## src/rtl/stream_scrambler_pipe_if.sv

```systemverilog
// Valid/ready pixel stream with a start-of-frame marker.
// The producer side uses the master modport and the consumer side uses the slave modport.
interface stream_scrambler_pipe_if #(
  parameter int DATA_W = 16
);
  logic              valid;
  logic              ready;
  logic [DATA_W-1:0] data;
  logic              sof;

  modport master (output valid, output data, output sof, input ready);
  modport slave  (input valid, input data, input sof, output ready);
endinterface

```

## src/rtl/stream_scrambler_pipe.sv

```systemverilog
// Pixel stream scrambler/descrambler with a single output register.
// The keystream comes from a Galois LFSR that restarts from SEED^key at each start of frame.
// Key, mode and direction are double-buffered. A key_load only fills the shadow registers.
// The shadow values reach the datapath only when an SOF beat is accepted.
module stream_scrambler_pipe #(
  parameter int                DATA_W = 16,
  parameter int                LFSR_W = 16,
  parameter logic [LFSR_W-1:0] POLY   = 'hB400,
  parameter logic [LFSR_W-1:0] SEED   = 'hACE1
) (
  input  logic                 clk,
  input  logic                 reset,
  input  logic [1:0]           cfg_mode,
  input  logic                 cfg_dir,
  input  logic [LFSR_W-1:0]    key_in,
  input  logic                 key_load,
  stream_scrambler_pipe_if.slave  in_s,
  stream_scrambler_pipe_if.master out_m,
  output logic [15:0]          frame_cnt,
  output logic                 lockup_err
);

  localparam int RW = $clog2(DATA_W);

  logic [LFSR_W-1:0] sh_key_q, sh_key_d;
  logic [1:0]        sh_mode_q, sh_mode_d;
  logic              sh_dir_q, sh_dir_d;
  logic [1:0]        act_mode_q, act_mode_d;
  logic              act_dir_q, act_dir_d;
  logic [LFSR_W-1:0] lfsr_q, lfsr_d;
  logic [DATA_W-1:0] out_data_q, out_data_d;
  logic              out_sof_q, out_sof_d;
  logic              out_valid_q, out_valid_d;
  logic [15:0]       frame_cnt_q, frame_cnt_d;
  logic              lockup_q, lockup_d;

  logic              accept;
  logic              sof_acc;
  logic [LFSR_W-1:0] eff_key;
  logic [1:0]        eff_mode;
  logic              eff_dir;
  logic [1:0]        use_mode;
  logic              use_dir;
  logic [LFSR_W-1:0] seed_mix;
  logic [LFSR_W-1:0] ks;
  logic [LFSR_W-1:0] stepped;
  logic [DATA_W-1:0] kword;
  logic [RW-1:0]     rot;
  logic [DATA_W-1:0] mixed;
  logic [DATA_W-1:0] result;

  assign in_s.ready  = !out_valid_q | out_m.ready;
  assign accept      = in_s.valid & in_s.ready;
  assign sof_acc     = accept & in_s.sof;

  assign out_m.valid = out_valid_q;
  assign out_m.data  = out_data_q;
  assign out_m.sof   = out_sof_q;
  assign frame_cnt   = frame_cnt_q;
  assign lockup_err  = lockup_q;

  // A key_load in the same cycle as an SOF accept takes effect on that frame.
  // Reserved mode 3 falls into the plain-XOR arm of the case statement.
  always_comb begin
    eff_key  = key_load ? key_in   : sh_key_q;
    eff_mode = key_load ? cfg_mode : sh_mode_q;
    eff_dir  = key_load ? cfg_dir  : sh_dir_q;
    use_mode = in_s.sof ? eff_mode : act_mode_q;
    use_dir  = in_s.sof ? eff_dir  : act_dir_q;
    seed_mix = SEED ^ eff_key;
    if (in_s.sof) begin
      ks = (seed_mix == '0) ? SEED : seed_mix;
    end else begin
      ks = lfsr_q;
    end
    stepped = ks[0] ? ((ks >> 1) ^ POLY) : (ks >> 1);
    kword = '0;
    for (int i = 0; i < DATA_W; i++) begin
      kword[i] = ks[i % LFSR_W];
    end
    rot   = kword[RW-1:0];
    mixed = in_s.data ^ kword;
    case (use_mode)
      2'd0:    result = in_s.data;
      2'd2: begin
        if (use_dir) begin
          result = ((in_s.data << rot) | (in_s.data >> (DATA_W - int'(rot)))) ^ kword;
        end else begin
          result = (mixed >> rot) | (mixed << (DATA_W - int'(rot)));
        end
      end
      default: result = mixed;
    endcase
  end

  // Next-state computation for the config registers, the LFSR and the output register.
  // The LFSR advances only on an accepted beat, so it holds while the output is stalled.
  always_comb begin
    sh_key_d    = sh_key_q;
    sh_mode_d   = sh_mode_q;
    sh_dir_d    = sh_dir_q;
    act_mode_d  = act_mode_q;
    act_dir_d   = act_dir_q;
    lfsr_d      = lfsr_q;
    out_data_d  = out_data_q;
    out_sof_d   = out_sof_q;
    out_valid_d = out_valid_q;
    frame_cnt_d = frame_cnt_q;
    lockup_d    = lockup_q;
    if (key_load) begin
      sh_key_d  = key_in;
      sh_mode_d = cfg_mode;
      sh_dir_d  = cfg_dir;
    end
    if (accept) begin
      out_data_d  = result;
      out_sof_d   = in_s.sof;
      out_valid_d = 1'b1;
      if (stepped == '0) begin
        lfsr_d   = SEED;
        lockup_d = 1'b1;
      end else begin
        lfsr_d = stepped;
      end
      if (sof_acc) begin
        act_mode_d  = eff_mode;
        act_dir_d   = eff_dir;
        frame_cnt_d = frame_cnt_q + 16'd1;
      end
    end else if (out_m.ready) begin
      out_valid_d = 1'b0;
    end
  end

  // Register update with synchronous reset. A reset drops any beat still held in the output register.
  always_ff @(posedge clk) begin
    if (reset) begin
      sh_key_q    <= '0;
      sh_mode_q   <= 2'd0;
      sh_dir_q    <= 1'b1;
      act_mode_q  <= 2'd0;
      act_dir_q   <= 1'b1;
      lfsr_q      <= SEED;
      out_data_q  <= '0;
      out_sof_q   <= 1'b0;
      out_valid_q <= 1'b0;
      frame_cnt_q <= 16'd0;
      lockup_q    <= 1'b0;
    end else begin
      sh_key_q    <= sh_key_d;
      sh_mode_q   <= sh_mode_d;
      sh_dir_q    <= sh_dir_d;
      act_mode_q  <= act_mode_d;
      act_dir_q   <= act_dir_d;
      lfsr_q      <= lfsr_d;
      out_data_q  <= out_data_d;
      out_sof_q   <= out_sof_d;
      out_valid_q <= out_valid_d;
      frame_cnt_q <= frame_cnt_d;
      lockup_q    <= lockup_d;
    end
  end

endmodule
```

## src/flat_wrapper.sv

```systemverilog
// flat-port wrapper written by rule: the top's interface ports become plain ports
module stream_scrambler_pipe_flat 
#(
  parameter int                DATA_W = 16,
  parameter int                LFSR_W = 16,
  parameter logic [LFSR_W-1:0] POLY   = 'hB400,
  parameter logic [LFSR_W-1:0] SEED   = 'hACE1
)
  (clk, reset, cfg_mode, cfg_dir, key_in, key_load, frame_cnt, lockup_err, in_s_valid, in_s_data, in_s_sof, in_s_ready, out_m_valid, out_m_data, out_m_sof, out_m_ready);
  stream_scrambler_pipe_if #(.DATA_W(DATA_W)) in_s_i ();
  stream_scrambler_pipe_if #(.DATA_W(DATA_W)) out_m_i ();
  input  logic clk;
  input  logic reset;
  input  logic [1:0] cfg_mode;
  input  logic cfg_dir;
  input  logic [LFSR_W-1:0] key_in;
  input  logic key_load;
  output logic [15:0] frame_cnt;
  output logic lockup_err;
  input wire logic [$bits(in_s_i.valid)-1:0] in_s_valid;
  input wire logic [$bits(in_s_i.data)-1:0] in_s_data;
  input wire logic [$bits(in_s_i.sof)-1:0] in_s_sof;
  output wire logic [$bits(in_s_i.ready)-1:0] in_s_ready;
  output wire logic [$bits(out_m_i.valid)-1:0] out_m_valid;
  output wire logic [$bits(out_m_i.data)-1:0] out_m_data;
  output wire logic [$bits(out_m_i.sof)-1:0] out_m_sof;
  input wire logic [$bits(out_m_i.ready)-1:0] out_m_ready;
  assign in_s_i.valid = in_s_valid;
  assign in_s_i.data = in_s_data;
  assign in_s_i.sof = in_s_sof;
  assign in_s_ready = in_s_i.ready;
  assign out_m_valid = out_m_i.valid;
  assign out_m_data = out_m_i.data;
  assign out_m_sof = out_m_i.sof;
  assign out_m_i.ready = out_m_ready;
  stream_scrambler_pipe #(.DATA_W(DATA_W), .LFSR_W(LFSR_W), .POLY(POLY), .SEED(SEED)) u_core (.clk(clk), .reset(reset), .cfg_mode(cfg_mode), .cfg_dir(cfg_dir), .key_in(key_in), .key_load(key_load), .in_s(in_s_i), .out_m(out_m_i), .frame_cnt(frame_cnt), .lockup_err(lockup_err));
endmodule
```

## config.mk

```make
export PLATFORM = sky130hd
export DESIGN_NAME = stream_scrambler_pipe_flat
export DESIGN_NICKNAME = d
export VERILOG_FILES = /design/src/rtl/stream_scrambler_pipe_if.sv /design/src/rtl/stream_scrambler_pipe.sv /design/src/flat_wrapper.sv
export SDC_FILE = /design/constraint.sdc
export NUM_CORES = 1
export LEC_CHECK = 0
export BUFFER_PORTS_ARGS = -buffer_cell sky130_fd_sc_hd__buf_4
export CAP_MARGIN = 20
export CORE_AREA = 2 2 80 159
export CTS_BUF_LIST = sky130_fd_sc_hd__clkbuf_8 sky130_fd_sc_hd__clkbuf_16
export CTS_CLUSTER_DIAMETER = 200
export CTS_CLUSTER_SIZE = 40
export DETAILED_ROUTE_END_ITERATION = 6
export DIE_AREA = 0 0 82 161
export PLACE_DENSITY = 0.85
export SYNTH_ARGS = -nofsm -noshare
export SYNTH_HDL_FRONTEND = slang
export SYNTH_SLANG_ARGS = --single-unit
```

## constraint.sdc

```tcl
create_clock -name clk -period 3.5 [get_ports clk]
set_input_delay 0.525 -clock clk [delete_from_list [all_inputs] [get_ports clk]]
set_output_delay 0.525 -clock clk [all_outputs]
set_load 0.05 [all_outputs]
```

==> out/metrics.yaml, run 1 <==
grt_pass1_vias: 8962
synth_async_sr_flop_share_pct: 0
yosysTopAreaCell: "dfxtp_1"
ant_nets: 0
dpl.hpwl_microns: 24700
yosysSeqAreaShare_pct: 20.4
timing.slew.headroom_pct: 49.4
die-area_sq_um: 13200
p_leak_nw: 3.69
p_comb_share_pct: 48.4
worst_slew_pin_slew_ns: 0.754
drt-initial-drc-count: 1723
cp.required_ns: 3.73
worstSetupEndpointType: "flop"
htree_levels: 3
routed_wl_microns: 33400
die_h_microns: 161
synth-seq-cells: 73
swShare_pct: 42.5
vias: 9561
finalPower_mw: 3.65
grtUsageMet3_pct: 17.2
fmax_mhz: 289
overflow: 0
drc_errors: 1
clockRootBuffer: "clkbuf_16"
p_int_mw: 2.10
busiest_layer: "met2"
drv_cap: 0
ys_warn_count: 0
grt_use_met2_pct: 75.5
skew_ns: 0.00901
syn_area_per_cell_sq_um: 7.12
ir_drop_uv: 312
path_clk_slew_ns: 0.06
grt_setup_unrepaired: "false"
grt_pass1_wl_microns: 51100
synth_top_area_share_pct: 20.4
critical_path_class: "flop to flop"
p_per_area_nw_per_um2: 407
wl_per_cell_microns: 25.7
core_sq_um: 12000
synth_edf_count: 0
hold_path_class: "input pin to flop"
dpl.cell_count: 1283
drive_gt1_share_pct: 24.1
die_w_microns: 82
grt.total_usage_pct: 51.9
start_util_pct: 59.8
ios: 77
ys.flop_type: "dfxtp_1"
final_nets: 1191
antenna_found_initial: 0
grt_max_degree: 68
synthTopCellsByArea: "dfxtp_1 20%, nor2_1 7.5%, nand2_1 5.8%"
synthToLayoutAreaGrowth_pct: 25.4
antennaDiodeCount: 0
met1_usage_pct: 61.0
dr.pass1.iters: 7
final-instance-count-excl-fill: 1301
final_common_cell: "buf_4"
slew_viol_final: 0
clock_latency_ns: 0.34
cts.sinks: 73
cp_max_fo: 6
final_cell_mix: "218 x buf_4, 144 x nor2_1, 111 x nand2_1"
preCtsSetupSlack_ns: -0.0876
violations: "DRC"
clockBufferDepth: 2
cp_data_arrival_time_ns: 3.69
tritoncts: "built"
clkPwrFrac_pct: 26.2
period_minus_slack_ns: 3.46
cts_buffers: 9
synth_fp_nets: 1047
mappedNetlistArea_sq_um: 7160
synthCells: 1005
fin_crit_sh_pct: 98.9
numPortBuffers: 76
hold_viol_final: 0
status: "finished with violations"
p_switching_mw: 1.55
setup_viol: 0
via_per_inst: 7.35
pwr-share-seq_pct: 25.4
yosys.cell_types.count: 87
num_rows: 57
gp_congestion: 1.21
critPathLaunchType: "flop"
setup_ws_ns: 0.0391
path summary, 6_finish.rpt:
| kind | from | to | slack [ns] | cells past startpoint |
|---|---|---|---|---|
| setup reg to reg | u_core.sh_key_q[10]$_SDFF_PP0_ | u_core.out_m.data[2]$_SDFFE_PP0P_ | 0.04 | 10 |
| setup / recovery | u_core.sh_key_q[10]$_SDFF_PP0_ | u_core.out_m.data[2]$_SDFFE_PP0P_ | 0.04 | 10 |
| hold reg to reg | u_core.lfsr_q[3]$_SDFFE_PP0P_ | u_core.lfsr_q[3]$_SDFFE_PP0P_ | 0.46 | 2 |
| hold / removal | in_s_valid | u_core.out_m.valid$_SDFFE_PP0P_ | 0.44 | 3 |
critical path, stage by stage (launching register included):
cell       delay, ns
dfxtp_1         0.39
nand4b_1        0.15
or4_4           0.47
a2111oi_2       0.47
nand2_1         0.25
and3_1          0.28
nor3_1          0.21
a2bb2oi_1       0.35
o22a_1          0.28
a2111oi_1       0.14
a311o_1         0.34
registers in the layout, indices dropped and copies added, names as in the netlist:
signal and flops:
u_core.sh_dir_q 1, u_core.lockup_err 1, u_core.sh_key_q 16, u_core.frame_cnt 16, u_core.out_m.data 16, u_core.act_dir_q 1
u_core.out_m.sof 1, u_core.out_m.valid 1, u_core.lfsr_q 16, u_core.act_mode_q 2, u_core.sh_mode_q 2
per-stage QoR:
stage	utilization, %	setup TNS (ns)	hold WS, ns	instance area (sq um)
after CTS	74.8	0	0.440	8960
after floorplan	-	0	0.436	7160
after global routing	75.0	0	0.465	8980
final	75.0	0	0.445	8980
after detailed placement	72.3	-0.235	0.451	8670
after global placement	72.3	-0.0779	0.443	8670
cell type report:
| cell class | instances | area, sq um |
|---|---|---|
| multi-input cells | 829 | 5270 |
| fillers | 954 | 3000 |
| well taps | 147 | 184 |
| inverters | 14 | 52.6 |
| clock buffers | 9 | 225 |
| clock inverters | 7 | 71.3 |
| flip-flops and latches | 73 | 1460 |
| repair buffers | 222 | 1720 |
power groups by stage:
stage / Combinational, mW / Sequential [mW] / Clock, mW
6_report: 1.77 / 0.927 / 0.958
5_1_grt: 1.83 / 0.930 / 0.983
4_1_cts: 1.66 / 0.924 / 0.957
3_5_place_dp: 1.65 / 0.941 / 0
3_3_place_gp: 1.64 / 0.938 / 0
2_1_floorplan: 0.899 / 1.02 / 0
timing repair:
item,CTS,global route
endpoints found under the setup margin,0,4
resized for setup,0,3
setup buffers,0,2
hold buffers,0,0
logic make-up (layout without fill, tap and decap cells):
group / after synthesis / in the layout / synth area share [%]
AOI/OAI and AO/OA: 351 / 351 / 35.0
xor gates and xnor gates: 46 / 46 / 5.84
adders and majority gates: 1 / 1 / 0.175
buffers and inverters: 103 / 252 / 6.38
DFF: 73 / 73 / 20.4
muxes: 52 / 52 / 8.26
and+or+nand+nor: 379 / 379 / 24.0
Yosys cell counts (5+ instances only):
| cell | n |
|---|---|
| and3_1 | 11 |
| a31oi_1 | 17 |
| a221oi_1 | 7 |
| xor2_1 | 15 |
| nand3_1 | 23 |
| a211oi_1 | 31 |
| o22ai_1 | 13 |
| a22oi_1 | 5 |
| o21ai_0 | 50 |
| a21oi_1 | 65 |
| xnor2_1 | 29 |
| o211ai_1 | 38 |
| and2_1 | 10 |
| o221ai_1 | 7 |
| nor3_1 | 33 |
| a2111oi_0 | 5 |
| o31ai_1 | 10 |
| nor2_1 | 144 |
| buf_2 | 17 |
| nor4_1 | 6 |
| o2111ai_1 | 7 |
| dfxtp_1 | 73 |
| mux2_2 | 8 |
| o31a_1 | 5 |
| clkbuf_1 | 50 |
| or3_1 | 10 |
| nand2_1 | 111 |
| a311oi_1 | 6 |
| buf_6 | 5 |
| a211o_1 | 5 |
| a21o_1 | 17 |
| nand2b_1 | 5 |
| inv_1 | 14 |
| buf_1 | 14 |
| mux2i_1 | 38 |
metal layers:
layer / vias to the layer above / wire [microns] / share of wire (%)
met5: - / 0 / 0
met4: 0 / 3820 / 11
met3: 318 / 4550 / 14
met2: 978 / 14300 / 43
met1: 4224 / 10800 / 32
li1: 4041 / - / -
Power figures use the tool's default switching activity.
==> run 2, diff against run 1 <==
- CORE_AREA: 2 2 80 159 -> 2 2 81 160
- DIE_AREA: 0 0 82 161 -> 0 0 83 162
- PLACE_DENSITY: 0.85 -> 0.83
- clock period: 3.5 -> 4.4 ns (I/O delays scaled with it)
==> out/metrics.yaml, run 2 (synthesis results as in run 1) <==
routed_wl_microns: 36300  # +8.6%
numPortBuffers: 76  # unchanged
critPathLaunchType: "input pin"
path_buf_inv: 2  # +2
core_sq_um: 12200  # +1.8%
cp_max_fo: 39  # +33
cp_data_arrival_time_ns: 4.33  # +0.64 ns
vias: 9328  # -2.4%
worstPathCellList: "buf_4 > mux2i_1 > nor3_1 > a21boi_4 > a21oi_4 > buf_12 > nand2_1 > nand2_1 > o211ai_1 > xnor2_1 > o311a_1"
antenna_found_initial: 1  # +1
critical_path_class: "input pin to flop"
slew_viol_final: 0  # unchanged
setup_viol: 0  # unchanged
tritoncts: "built"
hold_slack_ns: 0.462  # +0.0175 ns
ios: 77  # unchanged
fill_cells: 1055  # +11%
cts.sinks: 73  # unchanged
clock_latency_ns: 0.35  # about the same
worstSetupEndpointType: "flop"
drv_cap: 0  # unchanged
worst_slew_pin_slew_ns: 1.14  # +0.388 ns
htree_levels: 3  # unchanged
grt_pass1_vias: 9017  # +0.61%
dr.pass1.iters: 7  # unchanged
synthToLayoutAreaGrowth_pct: 17.8
status: "finished with violations"
timing.slew.headroom_pct: 23.4  # -26 points
swShare_pct: 43.5  # +1.0 points
cp.required_ns: 4.69  # +0.96 ns
die_w_microns: 83  # +1.2%
grt_pass1_wl_microns: 54700  # +7.1%
crit_slowest_cell: "xnor2_1"
grt_setup_unrepaired: "false"
clkPwrFrac_pct: 28.4  # +2.2 points
skew_ns: 0.00956  # +0.000555 ns
p_leak_nw: 3.35  # -9.3%
p_per_area_nw_per_um2: 348  # -15%
cpLargestDelayFamily: "compound AO/OA/AOI/OAI gates"
p_int_mw: 1.66  # -21%
ant_nets: 0  # unchanged
grt.total_usage_pct: 53.5  # +1.6 points
finalSetupTns_ns: 0  # unchanged
violations: "DRC"
die-area_sq_um: 13400  # +1.8%
grt_max_degree: 68  # unchanged
pwr-share-seq_pct: 25.4  # about the same
period_minus_slack_ns: 4.04
drc_errors: 1  # unchanged
final_cell_mix: "144 x nor2_1, 144 x buf_4, 111 x nand2_1"
clockBufferDepth: 2  # unchanged
ir_drop_uv: 291  # -6.8%
cts_buffers: 9  # unchanged
path_common_cell: "nand2_1"
cts_hold_buf: 0  # unchanged
path_clk_slew_ns: 0.07  # about the same
gp_congestion: 1.22  # about the same
postCtsSetupBuffers: 0  # unchanged
fin_crit_sh_pct: 91.8
drt-initial-drc-count: 1494  # -13%
p_comb_share_pct: 46.2  # -2.2 points
overflow: 0  # unchanged
clockRootBuffer: "clkbuf_16"
wl_per_cell_microns: 29.6  # +15%
p_switching_mw: 1.28  # -18%
post_cts_resized: 0  # unchanged
regArea_sq_um: 1460  # unchanged
hold_path_class: "flop to flop"
cpPeakStageDelay_ns: 0.60  # +0.13 ns
die_h_microns: 162  # +0.62%
drive_gt1_share_pct: 18.9  # -5.2 points
multi_input_area_sq_um: 5270  # about the same
num_rows: 57  # unchanged
start_util_pct: 58.7  # -1.0 points
via_per_inst: 7.60  # +3.4%
dpl.hpwl_microns: 26200  # +6.1%
fmax_mhz: 248
hold_viol_final: 0  # unchanged
final_nets: 1116  # -6.3%
[run 2: cell count changes in the layout (fill, tap and decap cells not counted), sizes merged]
cell / previous run / this run
clkinvlp: 2 / 0
diode: 0 / 1
buf: 222 / 147
inv: 16 / 17
bufinv: 1 / 2
[run 2: path summary, 6_finish.rpt]
check / start / endpoint / slack (ns) / cells past startpoint
setup / recovery: key_load / u_core.out_m.data[9]$_SDFFE_PP0P_ / 0.36 / 11
hold reg to reg: u_core.lfsr_q[9]$_SDFFE_PP0P_ / u_core.lfsr_q[9]$_SDFFE_PP0P_ / 0.46 / 2
setup reg to reg: u_core.sh_key_q[10]$_SDFF_PP0_ / u_core.out_m.data[2]$_SDFFE_PP0P_ / 0.66 / 10
hold / removal: u_core.lfsr_q[9]$_SDFFE_PP0P_ / u_core.lfsr_q[9]$_SDFFE_PP0P_ / 0.46 / 2
[run 2: tightest hold or removal path: stages (launching register included)]
cell and delay [ns]:
dfxtp_1 0.31, nand2_1 0.05, a21oi_1 0.06
[run 2: power groups by stage]
stage,sequential [mW],clock (mW),combinational [mW]
3_3_place_gp,0.753,0,1.25
5_1_grt,0.746,0.855,1.39
3_5_place_dp,0.754,0,1.25
6_report,0.745,0.832,1.36
4_1_cts,0.740,0.822,1.26
2_1_floorplan,0.812,0,0.715
[run 2: stage by stage]
step	util (%)	cells	setup slack, ns	area [sq um]	power (mW)
floorplan	-	1005	0.998	7160	1.53
global placement	66.5	1210	0.398	8110	2.01
detailed placement	66.5	1210	0.288	8110	2.01
CTS	69.1	1226	0.644	8430	2.82
global route	69.2	1227	0.353	8440	2.99
finish	69.2	1227	0.361	8440	2.93
[run 2: layout make-up]
| class | count | share of cell area (%) |
|---|---|---|
| antenna | 1 | 0.0297 |
| clock buffer | 9 | 2.67 |
| clock inverter | 7 | 1.19 |
| inverter | 14 | 0.623 |
| multi-input combinational | 829 | 62.5 |
| sequential | 73 | 17.3 |
| tap | 147 | 2.18 |
| timing repair buffer | 147 | 13.5 |
[run 2: routing by layer]
layer | wire, microns | vias to the layer above | part of all wire [%] | global-route usage, %
met2 | 16200 | 822 | 45 | 84.0
met5 | 0 | - | 0 | 2.27
met1 | 11000 | 4280 | 30 | 53.4
li1 | - | 3896 | - | -
met3 | 4500 | 330 | 12 | 20.2
met4 | 4660 | 0 | 13 | 50.7
==> run 3, diff against run 2 <==
- ABC_AREA: not set -> 1
- ABC_CLOCK_PERIOD_IN_PS: not set -> 4400
- CORE_AREA: 2 2 81 160 -> 2 2 77 153
- DIE_AREA: 0 0 83 162 -> 0 0 79 155
- PLACE_DENSITY: 0.83 -> 0.84
==> out/metrics.yaml, run 3 <==
routed_wl_microns: 27500  # -24%
yosysTopAreaCell: "dfxtp_1"
grt_setup_unrepaired: "false"
dr.pass1.iters: 7  # unchanged
ir_drop_uv: 375  # +29%
final_common_cell: "nand2_1"
critPathLaunchType: "input pin"
antenna_found_initial: 0  # -1
drc_errors: 2  # +1
die_w_microns: 79  # -4.8%
postCtsSetupBuffers: 0  # unchanged
yosys-top-cells-count: "376 x nand2_1, 174 x nand3_1, 100 x inv_1, 84 x a21oi_1, 73 x dfxtp_1"
fin_crit_sh_pct: 84.1  # -7.7 points
synthToLayoutAreaGrowth_pct: 15.2
start_util_pct: 58.3  # -0.46 points
wl_per_cell_microns: 20.3  # -31%
drt-initial-drc-count: 1305  # -13%
routed.top_layer: "met4"
ant_nets: 0  # unchanged
clock_latency_ns: 0.34  # about the same
synthAdderAreaFrac_pct: 0.193  # +0.018 points
synth_fp_nets: 1196  # +14%
vias: 8511  # -8.8%
synth-compound-area-share_pct: 18.6  # -16 points
gp_congestion: 1.12  # -8.0%
synth_xor_area_share_pct: 1.60  # -4.2 points
mappedNetlistArea_sq_um: 6490  # -9.3%
finalSetupTns_ns: 0  # unchanged
final_cell_mix: "376 x nand2_1, 174 x nand3_1, 106 x buf_4"
p_per_area_nw_per_um2: 361  # +3.9%
violations: "DRC"
ys_warn_count: 0  # unchanged
muxShareOfSynthArea_pct: 0.308  # -8.0 points
syn_area_per_cell_sq_um: 5.63  # -21%
final_nets: 1251  # +12%
final_util_pct: 67.1  # -2.0 points
worst_slew_pin_slew_ns: 1.11  # -0.0326 ns
synth_async_sr_flop_share_pct: 0  # unchanged
cp_max_fo: 21  # -46%
synth-seq-cells: 73  # unchanged
overflow: 0  # unchanged
p_leak_nw: 3.74  # +12%
wl_met3_microns: 2960  # -34%
period_minus_slack_ns: 3.70  # -0.337 ns
timing.slew.headroom_pct: 26.0  # +2.6 points
path_clk_slew_ns: 0.06  # about the same
preCtsSetupSlack_ns: 0.481  # +0.193 ns
status: "finished with violations"
hold_slack_ns: 0.463  # +0.000376 ns
grt_max_degree: 49  # -28%
num_rows: 55  # -3.5%
post_cts_resized: 0  # unchanged
synthSimpleGateAreaFrac_pct: 45.5  # +22 points
numPortBuffers: 76  # unchanged
fmax_mhz: 270  # +9.1%
die_h_microns: 155  # -4.3%
setup_ws_ns: 0.697  # +0.337 ns
clockBufferDepth: 2  # unchanged
cp.required_ns: 4.60  # -0.09 ns
grt_pass1_wl_microns: 42000  # -23%
synthCells: 1154  # +15%
critical_path_class: "input pin to flop"
cp_data_arrival_time_ns: 3.90  # -0.43 ns
grt_pass1_vias: 7680  # -15%
die-area_sq_um: 12200  # -8.9%
htree_levels: 3  # unchanged
slew_viol_final: 0  # unchanged
worstSetupEndpointType: "flop"
route.met2.wl_microns: 12100  # -25%
antennaDiodeCount: 0  # -1
synth_edf_count: 0  # unchanged
tritoncts: "built"
hold_viol_final: 0  # unchanged
synthTopCellsByArea: "dfxtp_1 23%, nand2_1 22%, nand3_1 13%"
setup_viol: 0  # unchanged
grt.total_usage_pct: 44.5  # -9.0 points
synth_top_family_by_area: "simple AND/OR/NAND/NOR gates"
cts.sinks: 73  # unchanged
drv_cap: 0  # unchanged
cts_buffers: 9  # unchanged
drive_gt1_share_pct: 13.1  # -5.8 points
yosys.cell_types.count: 47  # -46%
finalPower_mw: 2.70  # -7.8%
ios: 77  # unchanged
yosysSeqAreaShare_pct: 22.5  # +2.1 points
core_sq_um: 11100  # -8.6%
via_per_inst: 6.28  # -17%
skew_ns: 0.00983  # +0.000264 ns
dpl.hpwl_microns: 20600  # -21%
synth.most_common_cell: "nand2_1"
clockRootBuffer: "clkbuf_16"
cts_hold_buf: 0  # unchanged
ys.flop_type: "dfxtp_1"
wl_met1_microns: 9790  # -11%
hold_path_class: "flop to flop"
synth_top_area_share_pct: 22.5  # +2.1 points
-- run 3: cell count changes after synthesis, sizes merged, moves of 26 or more --
cell | before | now
a211oi | 32 | 6
nand3 | 23 | 175
o21ai | 56 | 88
nor3 | 33 | 6
nor2 | 144 | 72
mux2i | 40 | 2
inv | 14 | 106
nand2 | 111 | 384
xnor2 | 31 | 2
-- run 3: stage by stage --
stage,instances,instance area [sq um]
finish,1356,7480
global route,1356,7480
CTS,1356,7480
detailed placement,1340,7150
global placement,1340,7150
floorplan,1154,6490
-- run 3: path summary, 6_finish.rpt --
check | depth (start not counted) | from | slack, ns | end
max | 24 | key_load | 0.70 | u_core.out_m.data[6]$_SDFFE_PP0P_
min | 2 | u_core.lockup_err$_SDFFE_PP0P_ | 0.46 | u_core.lockup_err$_SDFFE_PP0P_
max reg2reg | 23 | u_core.sh_key_q[15]$_SDFF_PP0_ | 1.11 | u_core.out_m.data[6]$_SDFFE_PP0P_
min reg2reg | 2 | u_core.lockup_err$_SDFFE_PP0P_ | 0.46 | u_core.lockup_err$_SDFFE_PP0P_
-- run 3: cells by family after synthesis --
| logic type | after synthesis |
|---|---|
| AOI/OAI and AO/OA | 216 |
| xor gates and xnor gates | 11 |
| adders and majority gates | 1 |
| buffers and inverters | 171 |
| DFF | 73 |
| muxes | 2 |
| and+or+nand+nor | 680 |
-- run 3: worst max-delay path, stage by stage --
cell     delay [ns]
buf_4          0.22
inv_2          0.17
nand2_1        0.09
nand2_1        0.08
nor2_1         0.12
nand2_1        0.08
nor2_2         0.14
nand2_4        0.12
nand2_2        0.13
nand2_4        0.19
nand2_2        0.16
inv_2          0.06
nor2_2         0.66
nor2_1         0.16
inv_1          0.21
nand3_1        0.11
nand2_1        0.11
nand2_1        0.06
nand2_1        0.05
nand3_1        0.06
nand2_1        0.09
nand2_1        0.04
nand2_1        0.05
a21oi_1        0.05
-- run 3: area by class of cell --
| cell class | instances | area (sq um) |
|---|---|---|
| clock buffers | 10 | 239 |
| clock inverters | 6 | 90.1 |
| fillers | 1009 | 3660 |
| inverters | 109 | 409 |
| multi-input cells | 910 | 4310 |
| flip-flops and latches | 73 | 1460 |
| well taps | 142 | 178 |
| repair buffers | 106 | 796 |
-- run 3: power by group --
part	internal [mW]	switching (mW)	total, mW
clock network	0.515	0.317	0.832
logic	0.338	0.808	1.15
registers	0.702	0.0237	0.726
total	1.56	1.15	2.70
-- run 3: layer usage --
metal	vias up	GRT usage, %
met3	195	7.66
met5	-	0
met2	675	68.8
met4	0	32.3
met1	3722	54.9
li1	3919	-
